===== src/rtl/axi_xbar.sv =====
// 1-to-2 AXI4 address router: reads go to the CLINT or the SoC bus, writes go to the SoC bus,
// and writes aimed at the CLINT window are drained locally and answered with SLVERR.
module axi_xbar #(
  parameter int unsigned       ID_W       = 4,
  parameter int unsigned       ADDR_W     = 32,
  parameter int unsigned       DATA_W     = 32,
  parameter logic [ADDR_W-1:0] CLINT_BASE = 32'h0200_0000,
  parameter logic [ADDR_W-1:0] CLINT_MASK = 32'hFFFF_0000
) (
  input  logic                i_clock,
  input  logic                i_reset,
  // upstream port
  input  logic                in_arvalid,
  output logic                in_arready,
  input  logic [ID_W-1:0]     in_arid,
  input  logic [ADDR_W-1:0]   in_araddr,
  input  logic [7:0]          in_arlen,
  input  logic [2:0]          in_arsize,
  input  logic [1:0]          in_arburst,
  output logic                in_rvalid,
  input  logic                in_rready,
  output logic [ID_W-1:0]     in_rid,
  output logic [DATA_W-1:0]   in_rdata,
  output logic [1:0]          in_rresp,
  output logic                in_rlast,
  input  logic                in_awvalid,
  output logic                in_awready,
  input  logic [ID_W-1:0]     in_awid,
  input  logic [ADDR_W-1:0]   in_awaddr,
  input  logic [7:0]          in_awlen,
  input  logic [2:0]          in_awsize,
  input  logic [1:0]          in_awburst,
  input  logic                in_wvalid,
  output logic                in_wready,
  input  logic [DATA_W-1:0]   in_wdata,
  input  logic [DATA_W/8-1:0] in_wstrb,
  input  logic                in_wlast,
  output logic                in_bvalid,
  input  logic                in_bready,
  output logic [ID_W-1:0]     in_bid,
  output logic [1:0]          in_bresp,
  // SoC bus port
  output logic                soc_arvalid,
  input  logic                soc_arready,
  output logic [ID_W-1:0]     soc_arid,
  output logic [ADDR_W-1:0]   soc_araddr,
  output logic [7:0]          soc_arlen,
  output logic [2:0]          soc_arsize,
  output logic [1:0]          soc_arburst,
  input  logic                soc_rvalid,
  output logic                soc_rready,
  input  logic [ID_W-1:0]     soc_rid,
  input  logic [DATA_W-1:0]   soc_rdata,
  input  logic [1:0]          soc_rresp,
  input  logic                soc_rlast,
  output logic                soc_awvalid,
  input  logic                soc_awready,
  output logic [ID_W-1:0]     soc_awid,
  output logic [ADDR_W-1:0]   soc_awaddr,
  output logic [7:0]          soc_awlen,
  output logic [2:0]          soc_awsize,
  output logic [1:0]          soc_awburst,
  output logic                soc_wvalid,
  input  logic                soc_wready,
  output logic [DATA_W-1:0]   soc_wdata,
  output logic [DATA_W/8-1:0] soc_wstrb,
  output logic                soc_wlast,
  input  logic                soc_bvalid,
  output logic                soc_bready,
  input  logic [ID_W-1:0]     soc_bid,
  input  logic [1:0]          soc_bresp,
  // CLINT read-only port
  output logic                clint_arvalid,
  input  logic                clint_arready,
  output logic [ID_W-1:0]     clint_arid,
  output logic [ADDR_W-1:0]   clint_araddr,
  output logic [7:0]          clint_arlen,
  output logic [2:0]          clint_arsize,
  output logic [1:0]          clint_arburst,
  input  logic                clint_rvalid,
  output logic                clint_rready,
  input  logic [ID_W-1:0]     clint_rid,
  input  logic [DATA_W-1:0]   clint_rdata,
  input  logic [1:0]          clint_rresp,
  input  logic                clint_rlast,
  output logic                o_rbusy,
  output logic                o_wbusy
);

  typedef enum logic [1:0] {R_IDLE, R_SOC, R_CLINT} rstate_t;
  typedef enum logic [1:0] {W_IDLE, W_SOC, W_ERR_DATA, W_ERR_RESP} wstate_t;

  rstate_t         rstate, rstate_nxt;
  wstate_t         wstate, wstate_nxt;
  logic            ar_sent, aw_sent;
  logic [ID_W-1:0] err_id;
  logic            ar_hit, aw_hit;

  assign ar_hit  = (in_araddr & CLINT_MASK) == CLINT_BASE;
  assign aw_hit  = (in_awaddr & CLINT_MASK) == CLINT_BASE;
  assign o_rbusy = rstate != R_IDLE;
  assign o_wbusy = wstate != W_IDLE;

  // ar_sent/aw_sent stop a held valid from launching a second address into the same slot
  always_ff @(posedge i_clock) begin
    if (i_reset) begin
      rstate  <= R_IDLE;
      wstate  <= W_IDLE;
      ar_sent <= 1'b0;
      aw_sent <= 1'b0;
      err_id  <= '0;
    end else begin
      rstate  <= rstate_nxt;
      wstate  <= wstate_nxt;
      ar_sent <= (rstate != R_IDLE) && (ar_sent || (in_arvalid && in_arready));
      aw_sent <= (wstate == W_SOC) && (aw_sent || (in_awvalid && in_awready));
      if (wstate == W_IDLE && in_awvalid) err_id <= in_awid;
    end
  end

  always_comb begin
    rstate_nxt    = rstate;
    in_arready    = 1'b0;
    in_rvalid     = 1'b0;
    in_rid        = '0;
    in_rdata      = '0;
    in_rresp      = '0;
    in_rlast      = 1'b0;
    soc_arvalid   = 1'b0;
    soc_arid      = '0;
    soc_araddr    = '0;
    soc_arlen     = '0;
    soc_arsize    = '0;
    soc_arburst   = '0;
    soc_rready    = 1'b0;
    clint_arvalid = 1'b0;
    clint_arid    = '0;
    clint_araddr  = '0;
    clint_arlen   = '0;
    clint_arsize  = '0;
    clint_arburst = '0;
    clint_rready  = 1'b0;
    case (rstate)
      R_IDLE: if (in_arvalid) rstate_nxt = ar_hit ? R_CLINT : R_SOC;
      R_SOC: begin
        soc_arvalid = in_arvalid && !ar_sent;
        soc_arid    = in_arid;
        soc_araddr  = in_araddr;
        soc_arlen   = in_arlen;
        soc_arsize  = in_arsize;
        soc_arburst = in_arburst;
        in_arready  = soc_arready && !ar_sent;
        in_rvalid   = soc_rvalid;
        in_rid      = soc_rid;
        in_rdata    = soc_rdata;
        in_rresp    = soc_rresp;
        in_rlast    = soc_rlast;
        soc_rready  = in_rready;
        if (soc_rvalid && in_rready && soc_rlast) rstate_nxt = R_IDLE;
      end
      R_CLINT: begin
        clint_arvalid = in_arvalid && !ar_sent;
        clint_arid    = in_arid;
        clint_araddr  = in_araddr;
        clint_arlen   = in_arlen;
        clint_arsize  = in_arsize;
        clint_arburst = in_arburst;
        in_arready    = clint_arready && !ar_sent;
        in_rvalid     = clint_rvalid;
        in_rid        = clint_rid;
        in_rdata      = clint_rdata;
        in_rresp      = clint_rresp;
        in_rlast      = clint_rlast;
        clint_rready  = in_rready;
        if (clint_rvalid && in_rready && clint_rlast) rstate_nxt = R_IDLE;
      end
      default: rstate_nxt = R_IDLE;
    endcase
  end

  always_comb begin
    wstate_nxt  = wstate;
    in_awready  = 1'b0;
    in_wready   = 1'b0;
    in_bvalid   = 1'b0;
    in_bid      = '0;
    in_bresp    = '0;
    soc_awvalid = 1'b0;
    soc_awid    = '0;
    soc_awaddr  = '0;
    soc_awlen   = '0;
    soc_awsize  = '0;
    soc_awburst = '0;
    soc_wvalid  = 1'b0;
    soc_wdata   = '0;
    soc_wstrb   = '0;
    soc_wlast   = 1'b0;
    soc_bready  = 1'b0;
    case (wstate)
      W_IDLE: if (in_awvalid) begin
        // CLINT-window writes are accepted on the spot; the drain states answer them
        in_awready = aw_hit;
        wstate_nxt = aw_hit ? W_ERR_DATA : W_SOC;
      end
      W_SOC: begin
        soc_awvalid = in_awvalid && !aw_sent;
        soc_awid    = in_awid;
        soc_awaddr  = in_awaddr;
        soc_awlen   = in_awlen;
        soc_awsize  = in_awsize;
        soc_awburst = in_awburst;
        in_awready  = soc_awready && !aw_sent;
        soc_wvalid  = in_wvalid;
        soc_wdata   = in_wdata;
        soc_wstrb   = in_wstrb;
        soc_wlast   = in_wlast;
        in_wready   = soc_wready;
        in_bvalid   = soc_bvalid;
        in_bid      = soc_bid;
        in_bresp    = soc_bresp;
        soc_bready  = in_bready;
        if (soc_bvalid && in_bready) wstate_nxt = W_IDLE;
      end
      W_ERR_DATA: begin
        in_wready = 1'b1;
        if (in_wvalid && in_wlast) wstate_nxt = W_ERR_RESP;
      end
      W_ERR_RESP: begin
        in_bvalid = 1'b1;
        in_bid    = err_id;
        in_bresp  = 2'b10;
        if (in_bready) wstate_nxt = W_IDLE;
      end
      default: wstate_nxt = W_IDLE;
    endcase
  end

endmodule


===== config.mk =====
export PLATFORM = sky130hd
export DESIGN_NAME = axi_xbar
export DESIGN_NICKNAME = d
export VERILOG_FILES = /design/src/rtl/axi_xbar.sv
export SDC_FILE = /design/constraint.sdc
export NUM_CORES = 1
export LEC_CHECK = 0
export ABC_AREA = 1
export ABC_CLOCK_PERIOD_IN_PS = 3800
export CAP_MARGIN = 30
export CORE_AREA = 2 2 183 185
export DETAILED_ROUTE_END_ITERATION = 7
export DIE_AREA = 0 0 185 187
export GPL_TIMING_DRIVEN = 0
export REMOVE_ABC_BUFFERS = 1
export SLEW_MARGIN = 0
export SYNTH_ARGS = -nofsm -noshare
export SYNTH_HDL_FRONTEND = slang
export SYNTH_SLANG_ARGS = --single-unit

===== constraint.sdc =====
create_clock -name i_clock -period 3.8 [get_ports i_clock]
set_input_delay 0.76 -clock i_clock [delete_from_list [all_inputs] [get_ports i_clock]]
set_output_delay 0.76 -clock i_clock [all_outputs]
set_load 0.02 [all_outputs]

* After elaboration in Yosys (flattened, before gate mapping)
Cells that the tools add are included.
** Operators by class
- Equality and inequality tests :: 14
- Multiplexer cells :: 48
- Reduce and logical (&&, ||, !) cells :: 26
** Operator list (number)
- $mux 32 :: 4
- $pmux 32 s2 :: 1
- $eq 16x10->1 const B :: 2
- $mux 2 :: 12
- $mux 8 :: 3
- $logic_and 1x1->1 :: 16
- $mux 4 :: 4
- $pmux 4 s2 :: 2
- $ne 2x2->1 const B :: 6
- $pmux 1 s2 :: 6
- $mux 1 :: 9
- $mux 3 :: 3
- $pmux 2 s2 :: 2
- $pmux 2 s4 :: 1
- $eq 2x2->1 const B :: 3
- $pmux 2 s3 :: 1
- $eq 2x1->1 const B :: 2
- $logic_not 2->1 :: 2
- $reduce_and 4->1 :: 1
- $reduce_bool 2->1 :: 2
- $reduce_and 3->1 :: 1
- $logic_not 1->1 :: 2
- $logic_or 1x1->1 :: 2
- $ne 2x1->1 const B :: 1
** Storage, ports and cells
- Bits in registers :: 10

* Depth between registers and ports, before layout
- Depth in word-level cells :: 6
- Gate-level depth with buffers :: 9
- Gate-level depth less buffers :: 8

* Least setup slack after synthesis
No wires, ideal clock.
- Kind :: register to output
- Start :: register wstate[1]
- End :: output in_wready
- Arrival time :: 1400 ps
- Data required time :: 3040 ps
- Setup slack :: 1640 ps
- Stages on the path, launching flop included :: 7
- Path buffers :: 2
- Path through :: dfxtp_1 inv_1 ha_1 buf_6 buf_2 nand2_1 a21boi_0
** Between the ends
- Longest elaborated chain between the ends :: 2
** RTL lines
- from (decl) :: RTL line 94 : wstate_t wstate, wstate_nxt;
- from (signal assigned) :: RTL line 114 : wstate <= wstate_nxt;
- $eq 2x2->1 / $eq 2x1->1 (equally long branches) :: RTL line 199 : case (wstate)
- $pmux 1 s2 (*) :: RTL line 199
- to (decl) :: RTL line 34 : output logic in_wready,
Every way passes the cells marked *; elsewhere a longest branch is shown, timed or not.

* Worst setup path after layout
- Start :: input in_awaddr[28]
- End :: output in_awready
** Between the ends
- Longest elaborated chain between the ends :: 3
** RTL lines
- from (decl) :: RTL line 29 : input logic [ADDR_W-1:0] in_awaddr,
- $eq 16x10->1 :: RTL line 100 : assign aw_hit = (in_awaddr & CLINT_MASK) == CLINT_BASE;
- $mux 1 :: RTL line 200 : W_IDLE: if (in_awvalid) begin
- $pmux 1 s2 :: RTL line 199
- to (decl) :: RTL line 27 : output logic in_awready,
No other way between the ends.

==> summary.txt <==
Outcome
  • Status: finished, final reports clean

Setup path
  • CP arrival: 2.49 ns
  • CP Max Fanout: 3
  • Crit Path Class: in -> out
  • Delay of the slowest critical-path stage: 0.61 ns
  • Crit-path cells: clkdlybuf4s50_1 > nor2_1 > nand2_1 > nor2_2 > nand3_1 > nand2_1 > clkdlybuf4s50_1
  • Worst path bufs/invs: 2
  • Flop2flop setup slack: 1.96 ns
  • Startpoint Class: input pin
  • FF-to-FF End: ar_sent
  • R2R depth: 7
  • Required @ worst endpoint: 3.04 ns
  • Crit-path slowest cell: clkdlybuf4s50_1
  • Delay-heaviest family, CP: buffers and inverters
  • Worst setup EP type: output port
  • Crit Reg-Reg Startpoint: rstate[0]

Final layout
  • Syn-to-layout area delta: 183%
  • Final nets: between 1k and 1.5k
  • Share of cells above drive strength 1: 1.89%

Timing
  • Max Clock Skew: 0.00104 ns
  • Total negative slack: 0 ns
  • Slew Limit Fails: 0
  • Hold Fails Final Rpt: 0
  • Slew headroom: 61.1%
  • Fin crit period: 3.25 ns
  • Unrepaired setup endpoints after global routing: false
  • Final worst path period share: around 85%
  • Highest Clock Rate: 308 MHz
  • Tightest hold margin: 0.490 ns
  • Worst Tran Pin Value: ~0.58 ns
  • Setup-failing EPs final: 0

Routing
  • Avg WL per Cell: 12.3 µm
  • Routed vias/inst: about 3.4
  • Drt first pass iters: 4
  • Antenna viol nets, final: 0
  • DRC Markers: 0
  • Final wirelength: between 15000 and 20000 µm
  • Starting DRT DRC Count: 158
  • Vias: 5284

Synth
  • Count of cell types in the netlist: 25
  • Top-count cell post-synth: nand2_1
  • Synth Flop Type: dfxtp_1
  • Post-Syn Instances: between 600 and 700
  • Yosys Warn Count: 0
  • Yosys top cell area share: 37.7%
  • Syn_area_per_cell: ~4.4 µm²
  • Mapped Area: 2940 µm²
  • Sequential area share after synthesis: slightly below 7%
  • Top cells by count, synth: 295 x nand2_1, 205 x inv_1, 46 x a21oi_1, 28 x nor2_1, 24 x buf_2
  • EDFF count, synth: 0
  • #FFs+latches synth: 10
  • Ys async rst share: 0%
  • Synth area leader: nand2_1
  • Top cells by area, synth: nand2_1 38%, inv_1 26%, a21oi_1 7.8%

Placement
  • Final GP Congestion: 0.798
  • HPWL after DPL: 16800 µm
  • PortBufs: 475

Power and ir drop
  • Static leakage: 4.31 nW
  • Switching part of the total: 52.7%
  • Power per Cell Area: 496 nW/µm²
  • Combinational share of power: 90.8%
  • Clock share of power: 5.2%
  • Peak VDD IR: 0.284 mV
  • Int Power: 1.95 mW
  • Total power draw: 4.12 mW
  • Sequential share of power: 4.0%
  • Sw Pwr: 2.17 mW

Worst hold path
  • Hold Path Cell Cnt: 2
  • Worst hold start: err_id[1]
  • Worst Hold Path EP: err_id[1]
  • HP Class: reg -> reg

Global routing
  • Initial antenna violation count: 2
  • First-pass GRT wire length: 27700 µm
  • Vias in the first global route: 5122
  • Aggregate global-route resource usage: between 10% and 20%
  • Largest net degree at the start of global routing: 91
  • Met1 usage: 10.4%
  • Total grt overflow: 0
  • Most used routing layer in global routing: met2
  • Met2 Track Usage GR: 20.6%
  • Met3 Use GR: 2.76%

Clock network
  • CTS Buf Count: 3
  • Worst-Skew Late Latency: 0.24 ns
  • Clock-pin slew on the worst setup and hold paths: 0.04 ns
  • Setup bufs post-CTS: 0
  • Clock buffer depth: 2
  • Cts repair resizes: 0
  • Hold buffers post-CTS: 0
  • Sinks on Clock Net: 10
  • CTS Root Cell: clkbuf_16
  • Maximum level of the CTS H-tree: 1
  • CTS tree: yes

Floorplanning
  • Ports: 476
  • Effective utilization at floorplan: approximately 8.9%
  • Die Ht: 187 µm
  • Core area: about 33000 µm²
  • Placement Rows: 67
  • Die Footprint: 34600 µm²
  • Chip Width: 185 µm

Job
  • Max-cap violations: 0
## area by class of cell
cell class	instances	area (µm²)
Antenna cell	2	5.00
Fill cell	3684	24600
Multi-Input combinational cell	410	1800
Tap cell	448	561
Clock buffer	4	88.8
Timing Repair Buffer	479	4860
Sequential cell	10	200
Inverter	208	783
## cell families (layout without fill, tap and decap cells)
kind of cell	count (synthesis)	in the layout	synth area share [%]
AND/OR/NAND/NOR	340	340	45.0
AO/OA/AOI/OAI	62	62	11.6
flip-flops	10	10	6.82
adder cells (fa/ha/maj)	8	8	3.41
buffers and inverters	243	691	33.2
other	0	2	0
## cells in the final DEF, fill, tap and decap left out, types with 2 or more instances in the layout
| cell | count |
|---|---|
| o21ai_0 | 7 |
| a21oi_1 | 46 |
| nor3b_1 | 2 |
| inv_2 | 2 |
| a22o_1 | 4 |
| nand3_1 | 8 |
| ha_4 | 3 |
| nand2_1 | 295 |
| dfxtp_1 | 10 |
| diode_2 | 2 |
| ha_1 | 5 |
| clkdlybuf4s50_1 | 475 |
| inv_1 | 205 |
| clkbuf_16 | 3 |
| a21oi_2 | 2 |
| buf_16 | 4 |
| nor2_2 | 3 |
| nor2_1 | 28 |
## flip-flops by register name (all words and copies together) (netlist names)
signal,count
ar_sent,1
aw_sent,1
err_id,4
rstate,2
wstate,2
## worst max path at each step
stage	cells past startpoint	end	startpoint	slack (ns)
2_1_floorplan	4	in_wready	wstate[1]	0.26
5_1_grt	7	in_awready	in_awaddr[28]	0.41
3_3_place_gp	5	in_rid[1]	rstate[0]	-1.32
4_1_cts	7	in_awready	in_awaddr[28]	0.48
6_report	7	in_awready	in_awaddr[28]	0.55
3_5_place_dp	7	in_awready	in_awaddr[28]	0.49
## per-layer routing
metal / wire length (µm) / part of all wire, % / vias to the layer above
met5: 0 / 0 / -
met1: 6970 / 36 / 2246
met3: 1920 / 10 / 12
met4: 218 / 1.1 / 0
li1: - / - / 2746
met2: 10100 / 52 / 280
## metrics by stage
stage | cells | utilization (%) | setup WS [ns] | instance area (µm²)
after floorplan | 628 | - | 0.259 | 2750
after global placement | 1551 | 24.5 | -1.32 | 8060
after global routing | 1561 | 25.3 | 0.412 | 8300
after detailed placement | 1555 | 25.0 | 0.495 | 8210
after CTS | 1559 | 25.2 | 0.484 | 8300
final | 1561 | 25.3 | 0.554 | 8300
## power by group through the flow
stage / clock, mW / combinational [mW] / sequential, mW
finish: 0.214 / 3.74 / 0.164
global route: 0.230 / 4.05 / 0.169
CTS: 0.220 / 3.81 / 0.165
detailed placement: 0 / 3.79 / 0.166
global placement: 0 / 3.75 / 0.158
floorplan: 0 / 1.86 / 0.154
## tightest hold or removal path: stages, from the launching register on
cell and delay (ns):
dfxtp_1 0.33, nor2_1 0.05, nor2_1 0.08
No activity file was read; power rests on OpenSTA's default activity.
